<file path="src/rtl/ahb_ext_arbiter.sv">
// Two-master AHB-Lite arbiter in front of the external memory bridge.
// Round-robin with parking, unsplit bursts/locks and a hold limit.
module ahb_ext_arbiter #(
  parameter int ADDR_WIDTH = 32,
  parameter int DATA_WIDTH = 64,
  parameter int MAX_HOLD   = 16
) (
  input  logic                    clk,
  input  logic                    reset,
  input  logic                    m0_hsel,
  input  logic                    m1_hsel,
  input  logic [ADDR_WIDTH-1:0]   m0_haddr,
  input  logic [ADDR_WIDTH-1:0]   m1_haddr,
  input  logic [1:0]              m0_htrans,
  input  logic [1:0]              m1_htrans,
  input  logic                    m0_hwrite,
  input  logic                    m1_hwrite,
  input  logic [2:0]              m0_hsize,
  input  logic [2:0]              m1_hsize,
  input  logic [2:0]              m0_hburst,
  input  logic [2:0]              m1_hburst,
  input  logic [3:0]              m0_hprot,
  input  logic [3:0]              m1_hprot,
  input  logic                    m0_hmastlock,
  input  logic                    m1_hmastlock,
  input  logic [DATA_WIDTH-1:0]   m0_hwdata,
  input  logic [DATA_WIDTH-1:0]   m1_hwdata,
  input  logic [DATA_WIDTH/8-1:0] m0_hwstrb,
  input  logic [DATA_WIDTH/8-1:0] m1_hwstrb,
  output logic                    m0_hreadyout,
  output logic                    m1_hreadyout,
  output logic [DATA_WIDTH-1:0]   m0_hrdata,
  output logic [DATA_WIDTH-1:0]   m1_hrdata,
  output logic                    m0_hresp,
  output logic                    m1_hresp,
  output logic                    s_hsel,
  output logic [ADDR_WIDTH-1:0]   s_haddr,
  output logic [1:0]              s_htrans,
  output logic                    s_hwrite,
  output logic [2:0]              s_hsize,
  output logic [2:0]              s_hburst,
  output logic [3:0]              s_hprot,
  output logic                    s_hmastlock,
  output logic [DATA_WIDTH-1:0]   s_hwdata,
  output logic [DATA_WIDTH/8-1:0] s_hwstrb,
  output logic                    s_hready,
  input  logic                    s_hreadyout,
  input  logic [DATA_WIDTH-1:0]   s_hrdata,
  input  logic                    s_hresp,
  output logic                    grant
);

  localparam int HW  = $clog2(MAX_HOLD + 1);
  localparam int HW1 = HW + 1;

  localparam logic [1:0] T_IDLE   = 2'b00;
  localparam logic [1:0] T_BUSY   = 2'b01;
  localparam logic [1:0] T_NONSEQ = 2'b10;
  localparam logic [1:0] T_SEQ    = 2'b11;

  logic          addr_owner;
  logic          data_valid;
  logic          data_owner;
  logic          last_winner;
  logic          lock_fwd;
  logic [HW-1:0] hold_cnt;

  logic [HW1-1:0] hold_sum;

  logic        o_sel;
  logic [1:0]  o_trans;
  logic        o_lock;
  logic [2:0]  o_burst;

  logic req0;
  logic req1;
  logic req_own;
  logic req_oth;
  logic seq_busy;
  logic burst_start;
  logic mid;
  logic fwd_en;
  logic fwd_ns;
  logic fwd_xfer;
  logic arb_pt;
  logic hold_hit;
  logic do_switch;

  assign req0 = m0_hsel & (m0_htrans == T_NONSEQ);
  assign req1 = m1_hsel & (m1_htrans == T_NONSEQ);

  always_comb begin
    o_sel   = m0_hsel;
    o_trans = m0_htrans;
    o_lock  = m0_hmastlock;
    o_burst = m0_hburst;
    req_own = req0;
    req_oth = req1;
    if (addr_owner) begin
      o_sel   = m1_hsel;
      o_trans = m1_htrans;
      o_lock  = m1_hmastlock;
      o_burst = m1_hburst;
      req_own = req1;
      req_oth = req0;
    end
  end

  // A burst's opening NONSEQ already commits the owner to the whole burst.
  assign seq_busy    = (o_trans == T_SEQ) | (o_trans == T_BUSY);
  assign burst_start = (o_trans == T_NONSEQ) & (o_burst != 3'b000);
  assign mid = (o_sel & (seq_busy | burst_start | o_lock))
             | (lock_fwd & o_lock & (o_trans == T_IDLE));

  assign fwd_en   = !reset & o_sel & (req_own | seq_busy | o_lock);
  assign fwd_ns   = fwd_en & (o_trans == T_NONSEQ);
  assign fwd_xfer = fwd_en & o_trans[1];
  assign arb_pt   = s_hreadyout & !mid;

  // Counting this cycle's transfer makes the limit exactly MAX_HOLD grants.
  assign hold_sum  = {1'b0, hold_cnt} + HW1'(fwd_ns & req_oth);
  assign hold_hit  = hold_sum >= HW1'(MAX_HOLD);
  assign do_switch = arb_pt & req_oth
                   & (!req_own | hold_hit | (last_winner == addr_owner));

  always_ff @(posedge clk or posedge reset) begin
    if (reset) begin
      addr_owner  <= 1'b0;
      last_winner <= 1'b1;
      hold_cnt    <= '0;
    end else if (do_switch) begin
      addr_owner  <= !addr_owner;
      last_winner <= !addr_owner;
      hold_cnt    <= '0;
    end else if (s_hreadyout & fwd_ns & req_oth
                 & (hold_cnt != HW'(MAX_HOLD))) begin
      hold_cnt <= hold_cnt + 1'b1;
    end
  end

  always_ff @(posedge clk or posedge reset) begin
    if (reset) begin
      data_valid <= 1'b0;
      data_owner <= 1'b0;
      lock_fwd   <= 1'b0;
    end else if (s_hreadyout) begin
      data_valid <= fwd_xfer;
      data_owner <= addr_owner;
      lock_fwd   <= fwd_en & o_lock;
    end
  end

  always_comb begin
    s_haddr  = m0_haddr;
    s_hwrite = m0_hwrite;
    s_hsize  = m0_hsize;
    s_hburst = m0_hburst;
    s_hprot  = m0_hprot;
    if (addr_owner) begin
      s_haddr  = m1_haddr;
      s_hwrite = m1_hwrite;
      s_hsize  = m1_hsize;
      s_hburst = m1_hburst;
      s_hprot  = m1_hprot;
    end
  end

  assign s_hsel      = fwd_en;
  assign s_htrans    = fwd_en ? o_trans : T_IDLE;
  assign s_hmastlock = fwd_en & o_lock;
  assign s_hready    = s_hreadyout;
  assign grant       = addr_owner;

  assign s_hwdata = data_owner ? m1_hwdata : m0_hwdata;
  assign s_hwstrb = data_owner ? m1_hwstrb : m0_hwstrb;

  logic dp0;
  logic dp1;

  assign dp0 = data_valid & !data_owner;
  assign dp1 = data_valid & data_owner;

  assign m0_hrdata = dp0 ? s_hrdata : '0;
  assign m1_hrdata = dp1 ? s_hrdata : '0;
  assign m0_hresp  = dp0 & s_hresp;
  assign m1_hresp  = dp1 & s_hresp;

  always_comb begin
    m0_hreadyout = 1'b1;
    m1_hreadyout = 1'b1;
    if (!reset) begin
      if (dp0)
        m0_hreadyout = s_hreadyout;
      else if (req0 & addr_owner)
        m0_hreadyout = 1'b0;
      if (dp1)
        m1_hreadyout = s_hreadyout;
      else if (req1 & !addr_owner)
        m1_hreadyout = 1'b0;
    end
  end

endmodule

</file>
<file path="config.mk">
export PLATFORM = sky130hd
export DESIGN_NAME = ahb_ext_arbiter
export DESIGN_NICKNAME = d
export VERILOG_FILES = /design/src/rtl/ahb_ext_arbiter.sv
export SDC_FILE = /design/constraint.sdc
export NUM_CORES = 1
export LEC_CHECK = 0
export BUFFER_PORTS_ARGS = -buffer_cell sky130_fd_sc_hd__buf_4
export CAP_MARGIN = 20
export CORE_AREA = 2 2 215 217
export CTS_BUF_LIST = sky130_fd_sc_hd__clkbuf_2 sky130_fd_sc_hd__clkbuf_4 sky130_fd_sc_hd__clkbuf_8
export CTS_CLUSTER_SIZE = 14
export DETAILED_ROUTE_END_ITERATION = 6
export DIE_AREA = 0 0 217 219
export PLACE_DENSITY_LB_ADDON = 0.08
export SYNTH_ARGS = -nofsm -noshare
export SYNTH_HDL_FRONTEND = slang
export SYNTH_SLANG_ARGS = --single-unit
</file>
<file path="constraint.sdc">
create_clock -name clk -period 2 [get_ports clk]
set_input_delay 0.5 -clock clk [delete_from_list [all_inputs] [get_ports clk]]
set_output_delay 0.5 -clock clk [all_outputs]
set_load 0.01 [all_outputs]
</file>
== Yosys cells after proc, flatten, opt, wreduce, memory -nomap -nowiden ==
Cells that the tools add are included.
Widths: inputs -> output; s select.

* Reduce and logical (&&, ||, !) cells: 8
* Eq/ne operators: 7
* Bitwise logic cells: 32
* $lt $le $gt $ge: 1
* $add $sub $neg: 2
* Multiplexer cells: 23

{| class="wikitable"
|+ Operators by type and width
! operator !! number
|-
| $mux 64 || 3
|-
| $mux 32 || 1
|-
| $and 1x1->1 || 24
|-
| $mux 1 || 11
|-
| $mux 5 || 2
|-
| $eq 2x2->1 const B || 4
|-
| $mux 8 || 1
|-
| $or 1x1->1 || 8
|-
| $add 5x1->6 || 1
|-
| $ge 6x5->1 const B || 1
|-
| $mux 3 || 2
|-
| $add 5x1->5 const B || 1
|-
| $logic_not 1->1 || 5
|-
| $ne 5x5->1 const B || 1
|-
| $mux 2 || 2
|-
| $mux 4 || 1
|-
| $reduce_bool 3->1 || 1
|-
| $eq 2x1->1 const B || 1
|-
| $logic_not 2->1 || 1
|-
| $reduce_bool 2->1 || 1
|-
| $eq 1x1->1 || 1
|}

* Output and inout bits: 253
* Input bits: 306
* Register bits: 10
* Word-level logic and storage cells: 79

== Depth between registers and ports, before layout ==
* Depth after elaboration: 14
* Mapped depth: 7
* Mapped depth without buffers: 7

== Least setup slack after synthesis ==
Ideal clock, no wire load.

* Path type: reg-to-output
* From: register addr_owner (netlist: grant)
* To: output s_haddr[0]
* Data arrival time: 1.525 ns
* Buffers on the path: 3
* Cell stages (with the launch flop): 5
* Setup slack: -0.025 ns
* Data required time: 1.500 ns
* Cells stage by stage: dfrtp_1 buf_4 clkbuf_1 buf_2 mux2_2

* Word-level cells in the longest chain between the ends: 1

{| class="wikitable"
|+ Ends and longest elaborated chain
! item !! line !! text
|-
| start, declared || 61 || <nowiki>logic addr_owner;</nowiki>
|-
| start signal, assigned || 132 || <nowiki>addr_owner <= !addr_owner;</nowiki>
|-
| $mux 32 || 159 || <nowiki>if (addr_owner) begin</nowiki>
|-
| end, declared || 37 || <nowiki>output logic [ADDR_WIDTH-1:0] s_haddr,</nowiki>
|}

Every way passes these cells.

== Final worst setup path ==
* From: register data_owner
* To: output s_hwstrb[1]

* Word-level cells in the longest chain between the ends: 1

{| class="wikitable"
|+ Ends and longest elaborated chain
! item !! line !! text
|-
| start, declared || 63 || <nowiki>logic data_owner;</nowiki>
|-
| start signal, assigned || 148 || <nowiki>data_owner <= addr_owner;</nowiki>
|-
| $mux 8 || 175 || <nowiki>assign s_hwstrb = data_owner ? m1_hwstrb : m0_hwstrb;</nowiki>
|-
| end, declared || 45 || <nowiki>output logic [DATA_WIDTH/8-1:0] s_hwstrb,</nowiki>
|}

Every way passes these cells.

==> flow_metrics.py <==
metrics = {
    "outcome": {
        "status": "finished with violations",
        "violations": "setup timing",
    },
    "timing": {
        "worstMarginPinSlew_ns": 0.375,
        "grt_setup_unrepaired": "yes",
        "maxSlewHeadroom_pct": 74.7,
        "hold_violations": 0,
        "fin_crit_ns": 2.05,
        "clock.fmax_mhz": 487,
        "finalCritPeriodShare_pct": 103,
        "setup_slack_ns": -0.0523,
        "setup-violations-final": 87,
        "finalClockSkew_ns": 0.00186,
        "drv_slew": 0,
        "fin_hold_ws_ns": 0.360,
    },
    "worst_setup_path": {
        "reg2reg_depth": 8,
        "r2r-end": "grant$_DFFE_PP0P_",
        "cpLargestDelayFamily": "buffers and inverters",
        "worstPathCellList": "buf_4 -> buf_6 -> mux2_2 -> buf_4",
        "crit_path_end": "s_hwstrb[1]",
        "cp.depth": 4,
        "crit_top_cell": "buf_4",
        "crit_path_max_fanout": 10,
        "start_kind": "flip-flop",
        "critPathArrivalTime_ns": 1.55,
        "slowest_delay_ns": 0.45,
        "r2r_start": "grant$_DFFE_PP0P_",
        "crit_slowest_cell": "dfrtp_4",
        "worst-setup-path-type": "reg -> out",
        "r2r_setup_slack_ns": 0.11,
        "end_kind": "output port",
        "critPathLaunch": "data_owner$_DFFE_PP0P_",
        "critPathBufInv": 3,
        "required_ns": 1.50,
    },
    "cts": {
        "clkSinkCount": 10,
        "root_buffer": "clkbuf_8",
        "cts_buffers": 3,
        "htree_num_levels": 1,
        "clockBufferDepth": 2,
        "path_clk_slew_ns": 0.05,
        "cts_hold_buf": 0,
        "clk-insertion-delay-late_ns": 0.24,
        "cts_tree": "done",
    },
    "power": {
        "leakage_nw": 4.39,
        "powerDensity_mw_per_mm2": 721,
        "power_w": 0.00602,
        "ir_drop_mv": 0.379,
    },
    "yosys": {
        "synth_flop_cell": "dfrtp_1",
        "synth.yosys.warnings": 0,
        "ys_seq_area_share_pct": 8.29,
        "yosys.area.top_type_share_pct": 43.8,
        "synth_seq_cells": 10,
        "synth_fp_nets": 674,
        "synth_edf_count": 0,
        "netlist_area_sq_mm": 0.00303,
        "synth_async_sr_flop_share_pct": 100,
        "yosysUniqueCellTypes": 39,
        "yosys.area.top_type": "mux2_2",
        "synth.area.top_cells": "mux2_2 44%, and2_1 13%, and3_1 13%",
        "synthesis.instances": 366,
        "avgSynthCellArea_sq_um": 8.29,
    },
    "global_routing": {
        "grt_antenna_before_repair": 0,
        "overflow": 0,
        "grt_pass1_vias": 5101,
        "grtUsageTotal_pct": 10.0,
        "grt_max_degree": 53,
        "grt_pass1_wl_um": 35000,
    },
    "final_layout": {
        "n_antenna_cell": 0,
        "syn2layout_area_growth_pct": 175,
        "drive_gt1_share_pct": 79.2,
        "layout_commonest_cell": "buf_4",
        "layout_common_cells": "567 x buf_4, 117 x mux2_2, 65 x and2_1",
        "seq_area_sq_um": 260,
        "fillerInstances": 5115,
        "fin_util_pct": 18.5,
        "layout.nets": 1228,
        "multi_input_area_sq_mm": 0.00266,
    },
    "route": {
        "drc": 0,
        "first_pass_iters": 4,
        "ant_nets": 0,
        "wire_per_inst_um": 17.5,
        "routed_wl_um": 26500,
        "vias": 4957,
        "avgViaCountPerCell": 3.26,
        "drt_iter0_drc": 67,
    },
    "die": {
        "core_sq_mm": 0.0451,
        "ios": 559,
        "die_area_sq_mm": 0.0475,
        "die_h_um": 219,
        "die_x_um": 217,
        "rows": 78,
        "initial_utilization_pct": 6.73,
    },
    "placed_design": {
        "place.gp.congestion": 0.708,
        "portBuffers": 558,
        "place_worst_setup_slack_ns": 0.0256,
        "hpwl_um": 23200,
    },
    "worst_hold_path": {
        "worstHoldPathType": "in -> async",
    },
    "run": {
        "drv_cap": 0,
    },
}
power breakdown:
group	internal [W]	switching, W
combinational	0.00306	0.00238
sequential	0.000263	0.0000496
clock	0.000173	0.0000829
registers in the layout, indices dropped and copies added, names as in the netlist:
name / flops
lock_fwd: 1
data_valid: 1
hold_cnt: 5
last_winner: 1
grant: 1
data_owner: 1
stage by stage:
stage,area (sq um),TNS (ns),cells
after detailed placement,8040,0,1504
after floorplan,3030,0,366
after global routing,8340,-9.17,1519
after CTS,8280,-4.71,1518
after global placement,8040,0,1504
final,8340,-1.89,1519
layout make-up:
class	count	area share (%)
timing repair buffer	587	55.1
multi-input combinational	313	31.8
tap	600	9.00
sequential	10	3.12
clock buffer	4	0.660
inverter	5	0.255
how the worst min path moves through the flow:
stage                               from                      end  slack, ns  cells after the start
floorplan                          reset   data_owner$_DFFE_PP0P_       0.35                      1
global placement    lock_fwd$_DFFE_PP0P_     lock_fwd$_DFFE_PP0P_       0.51                      1
detailed placement  lock_fwd$_DFFE_PP0P_     lock_fwd$_DFFE_PP0P_       0.51                      1
CTS                                reset  hold_cnt[2]$_DFFE_PP0P_       0.37                      3
global route                       reset  hold_cnt[4]$_DFFE_PP0P_       0.40                      3
finish                             reset  hold_cnt[2]$_DFFE_PP0P_       0.36                      3
cells by family after synthesis:
kind of cell / count (synthesis) / share of synthesized area, %
simple gates: 172 / 35.4
mux: 124 / 46.0
buf+inv: 43 / 5.86
compound gates: 10 / 2.23
flops: 10 / 8.29
xor+xnor: 5 / 1.44
fa+ha+maj: 2 / 0.825
synthesized netlist by cell type, drive strengths merged (2+ instances only):
master / number
mux2: 119
and3: 66
and2: 65
clkbuf: 28
nor2: 12
buf: 10
dfrtp: 9
nand2: 9
nand3: 7
inv: 5
mux2i: 5
xnor2: 4
a31oi: 2
and3b: 2
and4bb: 2
ha: 2
nor3: 2
nor3b: 2
o21ai: 2
o311ai: 2
worst register-to-register path, delay by kind of cell (launching register included):
family                    cells  cell delay (ns)
xor gates and xnor gates      1             0.12
DFF                           1             0.48
buffers and inverters         3             0.55
and+or+nand+nor               2             0.40
AOI/OAI and AO/OA             2             0.27
what timing repair did:
| action | CTS | global route |
|---|---|---|
| setup endpoints to repair | 178 | 190 |
| cloned | 1 | 0 |
| pin swaps | 5 | 3 |
| resized for setup | 20 | 12 |
| buffers inserted | 11 | 1 |
per-layer routing:
metal | track usage (%) | wire [um]
met1 | 10.6 | 9230
met2 | 19.9 | 14700
met3 | 2.38 | 2330
met4 | 1.83 | 322
met5 | 0 | 0
No activity file was read; power rests on OpenSTA's default activity.
